**src/rtl/rr_arbiter.sv**
```systemverilog
// Round-robin arbiter: one registered one-hot grant, held until done, rotating priority.
// Define RR_ARBITER_TIMEOUT_EN to build the hold counter that force-releases after MAX_HOLD cycles.
module rr_arbiter #(
  parameter int REQ_WIDTH = 16,
  parameter int MAX_HOLD  = 8
) (
  input  logic                         clk,
  input  logic                         rst,
  input  logic [REQ_WIDTH-1:0]         req,
  input  logic                         done,
  output logic [REQ_WIDTH-1:0]         gnt,
  output logic                         gnt_valid,
  output logic [$clog2(REQ_WIDTH)-1:0] gnt_idx,
  output logic                         timeout
);

  localparam int IDX_W = $clog2(REQ_WIDTH);

  typedef enum logic {
    IDLE  = 1'b0,
    GRANT = 1'b1
  } state_t;

  state_t               state;
  state_t               state_next;
  logic [IDX_W-1:0]     ptr;
  logic [IDX_W-1:0]     release_ptr;
  logic [IDX_W-1:0]     search_ptr;
  logic [IDX_W-1:0]     win_idx;
  logic [REQ_WIDTH-1:0] masked_req;
  logic [REQ_WIDTH-1:0] search_req;
  logic                 any_req;
  logic                 rel;
  logic                 hold_expired;

  assign any_req = |req;

  // A release moves priority to the slot just after the current holder.
  always_comb begin
    release_ptr = '0;
    if (gnt_idx != IDX_W'(REQ_WIDTH - 1)) begin
      release_ptr = gnt_idx + 1'b1;
    end
  end

  // Search with the post-release pointer so back-to-back grants need no idle cycle.
  assign search_ptr = (state == GRANT) ? release_ptr : ptr;

  always_comb begin
    masked_req = '0;
    for (int i = 0; i < REQ_WIDTH; i++) begin
      masked_req[i] = req[i] && (IDX_W'(i) >= search_ptr);
    end
  end

  assign search_req = (|masked_req) ? masked_req : req;

  always_comb begin
    win_idx = '0;
    for (int i = REQ_WIDTH - 1; i >= 0; i--) begin
      if (search_req[i]) begin
        win_idx = IDX_W'(i);
      end
    end
  end

`ifdef RR_ARBITER_TIMEOUT_EN
  localparam int HOLD_W = $clog2(MAX_HOLD + 1);

  logic [HOLD_W-1:0] hold_cnt;

  assign hold_expired = (state == GRANT) && (hold_cnt == HOLD_W'(MAX_HOLD - 1));

  always_ff @(posedge clk or posedge rst) begin
    if (rst) begin
      hold_cnt <= '0;
    end else if (state == GRANT && !rel) begin
      hold_cnt <= hold_cnt + 1'b1;
    end else begin
      hold_cnt <= '0;
    end
  end
`else
  assign hold_expired = 1'b0;
`endif

  assign rel = (state == GRANT) && (done || hold_expired);

  // State register
  always_ff @(posedge clk or posedge rst) begin
    if (rst) begin
      state <= IDLE;
    end else begin
      state <= state_next;
    end
  end

  // Next-state logic
  always_comb begin
    state_next = state;
    case (state)
      IDLE:    if (any_req) state_next = GRANT;
      GRANT:   if (rel && !any_req) state_next = IDLE;
      default: state_next = IDLE;
    endcase
  end

  // Output logic
  always_comb begin
    gnt_valid = |gnt;
`ifdef RR_ARBITER_TIMEOUT_EN
    timeout   = hold_expired && !done;
`else
    timeout   = 1'b0;
`endif
  end

  // Grant and pointer registers
  always_ff @(posedge clk or posedge rst) begin
    if (rst) begin
      gnt     <= '0;
      gnt_idx <= '0;
      ptr     <= '0;
    end else begin
      if (rel) begin
        ptr <= release_ptr;
      end
      if ((state == IDLE || rel) && any_req) begin
        gnt     <= REQ_WIDTH'(1) << win_idx;
        gnt_idx <= win_idx;
      end else if (rel) begin
        gnt     <= '0;
        gnt_idx <= '0;
      end
    end
  end

endmodule

```
**config.mk**
```make
export PLATFORM = sky130hd
export DESIGN_NAME = rr_arbiter
export DESIGN_NICKNAME = d
export VERILOG_FILES = /design/src/rtl/rr_arbiter.sv
export SDC_FILE = /design/constraint.sdc
export NUM_CORES = 1
export LEC_CHECK = 0
export BUFFER_PORTS_ARGS = -buffer_cell sky130_fd_sc_hd__buf_2
export CAP_MARGIN = 15
export CORE_ASPECT_RATIO = 0.8
export CORE_MARGIN = 2
export CORE_UTILIZATION = 40
export DETAILED_ROUTE_END_ITERATION = 10
export GPL_TIMING_DRIVEN = 1
export SYNTH_ARGS = -nofsm -noshare
export SYNTH_HDL_FRONTEND = slang
export SYNTH_SLANG_ARGS = --single-unit
export TNS_END_PERCENT = 100
```
**constraint.sdc**
```tcl
create_clock -name clk -period 4.45 [get_ports clk]
set_clock_uncertainty 0.1 [all_clocks]
set_input_delay 0.89 -clock clk [delete_from_list [all_inputs] [get_ports clk]]
set_output_delay 0.89 -clock clk [all_outputs]
set_load 0.05 [all_outputs]
```
### Word level (Yosys, flattened, before mapping)

Cells that the tools add are included.

| word-level totals | value |
|---|---|
| logic and storage cells | 75 |
| flip-flop bits (word level) | 25 |
| output and inout bits | 22 |
| input port bits | 19 |

| operators by class | value |
|---|---|
| equality and inequality tests | 1 |
| multiplexer cells | 26 |
| order comparisons | 16 |
| $add $sub $neg | 1 |
| shifts and indexed selects | 1 |
| bitwise gates (word level) | 1 |
| reductions and logical operators | 25 |

Operators with widths:

| kind | number |
|---|---|
| $mux 4 | 20 |
| $mux 16 | 3 |
| $reduce_or 16->1 | 3 |
| $ge 4x4->1 const A | 8 |
| $logic_and 1x1->1 | 19 |
| $ge 3x4->1 const A | 4 |
| $shl 1x4->16 const A | 1 |
| $ge 1x4->1 const A | 2 |
| $ge 2x4->1 const A | 2 |
| $add 4x1->4 const B | 1 |
| $ne 4x4->1 const B | 1 |
| $mux 1 | 2 |
| $pmux 1 s2 | 1 |
| $reduce_bool 2->1 | 1 |
| $logic_not 1->1 | 1 |
| $logic_or 1x1->1 | 1 |
| $not 1->1 | 1 |

### Depth between registers and ports, before layout

| logic depth | value |
|---|---|
| depth in word-level cells | 25 |
| depth in mapped cells | 14 |
| depth with buffers taken out | 11 |

### Least setup slack after synthesis

No wires, ideal clock.

| timing path | value |
|---|---|
| path type | reg2reg |
| start point | register gnt_idx[0] |
| end point | register gnt[2] |
| cell stages (with the launch flop) | 13 |
| buffers on the path | 1 |
| period minus slack after synthesis | 3729 ps |
| arrival | 3508 ps |
| path slack | 721 ps |
| required time | 4229 ps |
| library setup time | 121 ps |
| cell sequence | dfrtp_1 > ha_1 > and4_1 > or3_1 > buf_6 > and2_4 > a222oi_1 > a31oi_2 > nor4_4 > o41ai_4 > nor4bb_1 > o31a_1 > a32o_2 |

| between the ends | value |
|---|---|
| longest elaborated chain between the ends | 25 |
| elaborated cells on any way between the ends | 56 |
| those cells by class | 1 x add/sub; 16 x order compare; 1 x eq/ne; 1 x shift; 20 x mux; 17 x reduce/logical |

Ends and longest elaborated chain:

| item | line | text |
|---|---|---|
| start, declared | 13 | `output logic [$clog2(REQ_WIDTH)-1:0] gnt_idx,` |
| start signal, assigned | 130 | `gnt_idx <= win_idx;` |
| $add 4x1->4 or $ne 4x4->1 (tied branches) | 42, 41 |  |
| $mux 4 (*) | 41 | `if (gnt_idx != IDX_W'(REQ_WIDTH - 1)) begin` |
| $mux 4 (*) | 47 | `assign search_ptr = (state == GRANT) ? release_ptr : ptr;` |
| $ge 1x4->1 (tied with other cells) | 52 | `masked_req[i] = req[i] && (IDX_W'(i) >= search_ptr);` |
| $logic_and 1x1->1 | 52 |  |
| $reduce_or 16->1 | 56 | `assign search_req = (\|masked_req) ? masked_req : req;` |
| $mux 16 (*) | 56 |  |
| $mux 4 (15 in a row) | 61 | `if (search_req[i]) begin` |
| $mux 4 (*) | 61 |  |
| $shl 1x4->16 (*) | 129 | `gnt <= REQ_WIDTH'(1) << win_idx;` |
| $mux 16 (*) | 128 | `if ((state == IDLE \|\| rel) && any_req) begin` |
| end signal, assigned | 129 |  |
| end, declared | 11 | `output logic [REQ_WIDTH-1:0] gnt,` |

Every way passes the cells marked *; elsewhere a longest branch is shown, timed or not.
A chain may end at the register's enable or synchronous reset.

### Final worst setup path

| timing path | value |
|---|---|
| start point | register gnt_idx[0] |
| end point | register gnt[10] |

Same word-level chain as after synthesis.

==> impl_metrics.xml <==
<?xml version="1.0" encoding="UTF-8"?>
<metrics>
  <group name="route">
    <metric name="route.detailed.drc" unit="">0</metric>
    <metric name="met3WireLength" unit="um">445</metric>
    <metric name="residual_antenna_violating_net_count_after_detailed_routing" unit="">0</metric>
    <metric name="via_to_cell_ratio" unit="">6.49</metric>
    <metric name="wl_met2" unit="um">2840</metric>
    <metric name="detailedRoute.firstIterationViolations" unit="">235</metric>
    <metric name="drt-pass1-iter-count" unit="">5</metric>
    <metric name="wl_met1" unit="um">2890</metric>
    <metric name="wl" unit="um">6220</metric>
    <metric name="maxUsedRoutingLayer" unit="">met4</metric>
    <metric name="vias_after_detailed_routing" unit="">2260</metric>
    <metric name="drt-wirelength-per-cell" unit="um">17.9</metric>
  </group>
  <group name="clocking">
    <metric name="clock_tree_from_tritoncts" unit="">done</metric>
    <metric name="cts_hold_buf" unit="">0</metric>
    <metric name="h-tree-depth" unit="">1</metric>
    <metric name="clock_tree_buf_depth" unit="">2</metric>
    <metric name="clock_sinks" unit="">25</metric>
    <metric name="clockRootBuffer" unit="">clkbuf_8</metric>
    <metric name="cts_made_buffers" unit="">3</metric>
    <metric name="path_clk_slew" unit="ns">0.09</metric>
    <metric name="post_cts.resized_instances" unit="">0</metric>
    <metric name="cts_setup_buffers" unit="">0</metric>
    <metric name="clock_insertion_delay_worst_skew" unit="ns">0.28</metric>
  </group>
  <group name="global_route">
    <metric name="antenna_violations_before_repair" unit="">0</metric>
    <metric name="grt_max_degree" unit="">26</metric>
    <metric name="number_of_global_route_vias_before_repair" unit="">2059</metric>
    <metric name="globalRouteTotalUtil" unit="%">21.5</metric>
    <metric name="grt_remaining_overflow" unit="">0</metric>
    <metric name="grt_pass1_wl" unit="um">10400</metric>
  </group>
  <group name="pwr">
    <metric name="static-leakage-power" unit="nW">1.08</metric>
    <metric name="power_density" unit="mW/mm^2">776</metric>
    <metric name="ir_worst_vdd" unit="mV">0.350</metric>
  </group>
  <group name="worst_setup_path">
    <metric name="critical_path.cell_chain" unit="">ha_1 -&gt; nand2b_1 -&gt; o211ai_2 -&gt; o21ai_2 -&gt; o21ai_0 -&gt; nand4_1 -&gt; o41ai_2 -&gt; a2111oi_0 -&gt; nand2b_1 -&gt; nor2_1 -&gt; a32o_1</metric>
    <metric name="worstPathArrival" unit="ns">3.99</metric>
    <metric name="regToRegEndpoint" unit="">gnt[10]$_DFFE_PP0P_</metric>
    <metric name="start_kind" unit="">flip-flop</metric>
    <metric name="cp_slowest_stage_delay" unit="ns">0.85</metric>
    <metric name="top_cell_by_count_worst_path" unit="">nand2b_1</metric>
    <metric name="worstReg2RegStart" unit="">gnt_idx[0]$_DFFE_PP0P_</metric>
    <metric name="crit_fanout" unit="">13</metric>
    <metric name="timing.reg2reg.worst_path_depth" unit="">11</metric>
    <metric name="worst_ep_required_time" unit="ns">4.51</metric>
    <metric name="worst_setup_path_end_kind" unit="">flip-flop</metric>
    <metric name="criticalPathCategory" unit="">flip-flop to flip-flop</metric>
    <metric name="timing.critical_path.slowest_stage_cell" unit="">a2111oi_0</metric>
    <metric name="register_to_register_setup_slack" unit="ns">0.52</metric>
  </group>
  <group name="floorplan">
    <metric name="die-area" unit="mm^2">0.00607</metric>
    <metric name="dieWidth" unit="um">86.6</metric>
    <metric name="die-height" unit="um">70.1</metric>
    <metric name="starting_utilization_of_the_core_area" unit="%">40.8</metric>
    <metric name="io_pins" unit="">41</metric>
    <metric name="standard_cell_rows" unit="">24</metric>
    <metric name="placeableCoreArea" unit="mm^2">0.00535</metric>
  </group>
  <group name="sta">
    <metric name="timing.slew.headroom" unit="%">35.6</metric>
    <metric name="final.setup.worst_slack" unit="ns">0.521</metric>
    <metric name="finalCritPeriodShare" unit="%">88.3</metric>
    <metric name="min_period" unit="ns">3.93</metric>
    <metric name="worst_pin_slew" unit="ns">0.942</metric>
    <metric name="setup_violations" unit="">0</metric>
    <metric name="slew_viol_final" unit="">0</metric>
    <metric name="hold_violations" unit="">0</metric>
    <metric name="grt_setup_unrepaired" unit="">no</metric>
    <metric name="fin_setup_tns" unit="ns">0</metric>
    <metric name="fmax" unit="MHz">254</metric>
  </group>
  <group name="synth">
    <metric name="synth_common_cells" unit="">dfrtp_1, nand2_1, o21ai_0</metric>
    <metric name="post_synth_and_or_nand_nor_area_fraction" unit="%">25.9</metric>
    <metric name="netlist_area" unit="mm^2">0.00218</metric>
    <metric name="synthMostInstantiatedCell" unit="">dfrtp_1</metric>
    <metric name="synth-xor-area-share" unit="%">0.745</metric>
    <metric name="synth.mux.area_fraction" unit="%">0.975</metric>
    <metric name="yosys.area.top_type_share" unit="%">28.7</metric>
    <metric name="ys_async_sr_fraction" unit="%">100</metric>
    <metric name="synth_warnings" unit="">0</metric>
    <metric name="synth-edff-count" unit="">0</metric>
    <metric name="ys_dominant_reg_cell" unit="">dfrtp_1</metric>
    <metric name="synthesized_netlist_net_count" unit="">270</metric>
    <metric name="post_synth_num_cell_types" unit="">80</metric>
    <metric name="synth.largest_area_cell" unit="">dfrtp_1</metric>
    <metric name="syn-instance-count" unit="">250</metric>
    <metric name="synth.yosys.seq_area_share" unit="%">28.7</metric>
    <metric name="ys_ff_latch" unit="">25</metric>
    <metric name="dominant_combinational_cell_family_by_area_after_synthesis" unit="">compound AO/OA/AOI/OAI gates</metric>
    <metric name="synth.avg_cell_area" unit="um^2">8.73</metric>
    <metric name="synth_fa_ha_area_share" unit="%">0.573</metric>
    <metric name="synth_area_leaders" unit="">dfrtp_1, nand2_1, o21ai_0</metric>
    <metric name="synth_compound_gate_area_share" unit="%">38.4</metric>
  </group>
  <group name="finish">
    <metric name="antenna_cells_inserted" unit="">0</metric>
    <metric name="synthToLayoutAreaGrowth" unit="%">12.2</metric>
    <metric name="final_nets" unit="">304</metric>
    <metric name="fillers" unit="">540</metric>
    <metric name="drive_gt1_share" unit="%">26.5</metric>
  </group>
  <group name="place">
    <metric name="dpl_worst_slack" unit="ns">0.579</metric>
    <metric name="place.detailed.hpwl" unit="um">4830</metric>
    <metric name="place_congestion" unit="">0.912</metric>
    <metric name="placement.io_buffers" unit="">39</metric>
  </group>
  <group name="hold_path">
    <metric name="timing.hold.worst.class" unit="">flip-flop to flip-flop</metric>
    <metric name="timing.hold.worst_path_depth" unit="">2</metric>
    <metric name="hold_path.startpoint" unit="">ptr[3]$_DFFE_PP0P_</metric>
    <metric name="worst_hold_path.endpoint" unit="">ptr[3]$_DFFE_PP0P_</metric>
  </group>
  <group name="run">
    <metric name="maxCapViolations" unit="">0</metric>
  </group>
  <group name="outcome">
    <metric name="run_status" unit="">completed</metric>
  </group>
</metrics>
[cell type report]
type,count,area [um^2],area share [%]
clock buffer,3,41.3,1.69
clock inverter,1,7.51,0.307
inverter,7,26.3,1.07
multi-input combinational,206,1460,59.5
sequential,25,626,25.6
tap,65,81.3,3.32
timing repair buffer,41,210,8.59
[registers in the layout, indices dropped and copies added (netlist names)]
signal   count
gnt         16
gnt_idx      4
ptr          4
state        1
[per-layer routing]
metal  up-vias  track usage, %
met2        95            32.1
met5         -               0
met4         0            3.82
li1       1074               -
met1      1083            32.8
met3         8            3.55
[cell usage in the layout, fill, tap and decap left out, types with 3 or more instances in the layout]
cell,count
a41oi_1,3
o221ai_1,3
nand3_1,6
a22o_1,7
o211a_1,3
a21oi_1,13
nor3_1,6
o22ai_1,3
and3_1,5
o21ai_1,3
nand2b_1,7
or2_2,3
o31ai_2,3
buf_2,39
nand4_1,4
o31ai_1,7
clkbuf_8,3
nor4_1,9
nand2_1,24
dfrtp_1,25
and2_1,3
a32o_1,3
a31o_2,3
nor2_1,11
inv_1,7
o21ai_0,16
[cell families after synthesis]
kind of cell    Yosys count
compound gates          104
buf+inv                  19
simple gates             97
mux                       2
xor+xnor                  1
fa+ha+maj                 1
flops                    25
other cells               1
[worst max-delay path: cells and delay by family, from the launching register on]
family                     cells  cell delay, ns
DFF                            1            0.45
adders and majority gates      1            0.27
AOI/OAI and AO/OA              6            2.14
and+or+nand+nor                4            0.87
[stage by stage]
step / instance area [um^2] / power [mW] / hold WS (ns) / cells / utilization [%]
detailed placement: 2400 / 1.75 / 0.388 / 344 / 44.9
CTS: 2450 / 1.90 / 0.408 / 348 / 45.8
floorplan: 2180 / 1.48 / 0.364 / 250 / -
finish: 2450 / 1.90 / 0.401 / 348 / 45.8
global placement: 2400 / 1.76 / 0.382 / 344 / 44.9
global route: 2450 / 2.04 / 0.444 / 348 / 45.8
[report_power, final]
group          leakage (nW)  internal, mW  switching, mW  total (mW)
combinational         0.731         0.441          0.962        1.40
sequential            0.332         0.290         0.0649       0.355
clock                0.0217        0.0636         0.0777       0.141
total                  1.08         0.795           1.10        1.90
[worst max-delay path by stage]
stage	startpoint	end	slack, ns	cells after the start
after floorplan	gnt_idx[0]$_DFFE_PP0P_	gnt[2]$_DFFE_PP0P_	0.72	12
after global placement	gnt_idx[0]$_DFFE_PP0P_	gnt[10]$_DFFE_PP0P_	0.53	11
after detailed placement	gnt_idx[0]$_DFFE_PP0P_	gnt[10]$_DFFE_PP0P_	0.58	11
after CTS	gnt_idx[0]$_DFFE_PP0P_	gnt[10]$_DFFE_PP0P_	0.56	11
after global routing	gnt_idx[0]$_DFFE_PP0P_	gnt[10]$_DFFE_PP0P_	0.06	11
final	gnt_idx[0]$_DFFE_PP0P_	gnt[10]$_DFFE_PP0P_	0.52	11
No activity file was read; power rests on OpenSTA's default activity.
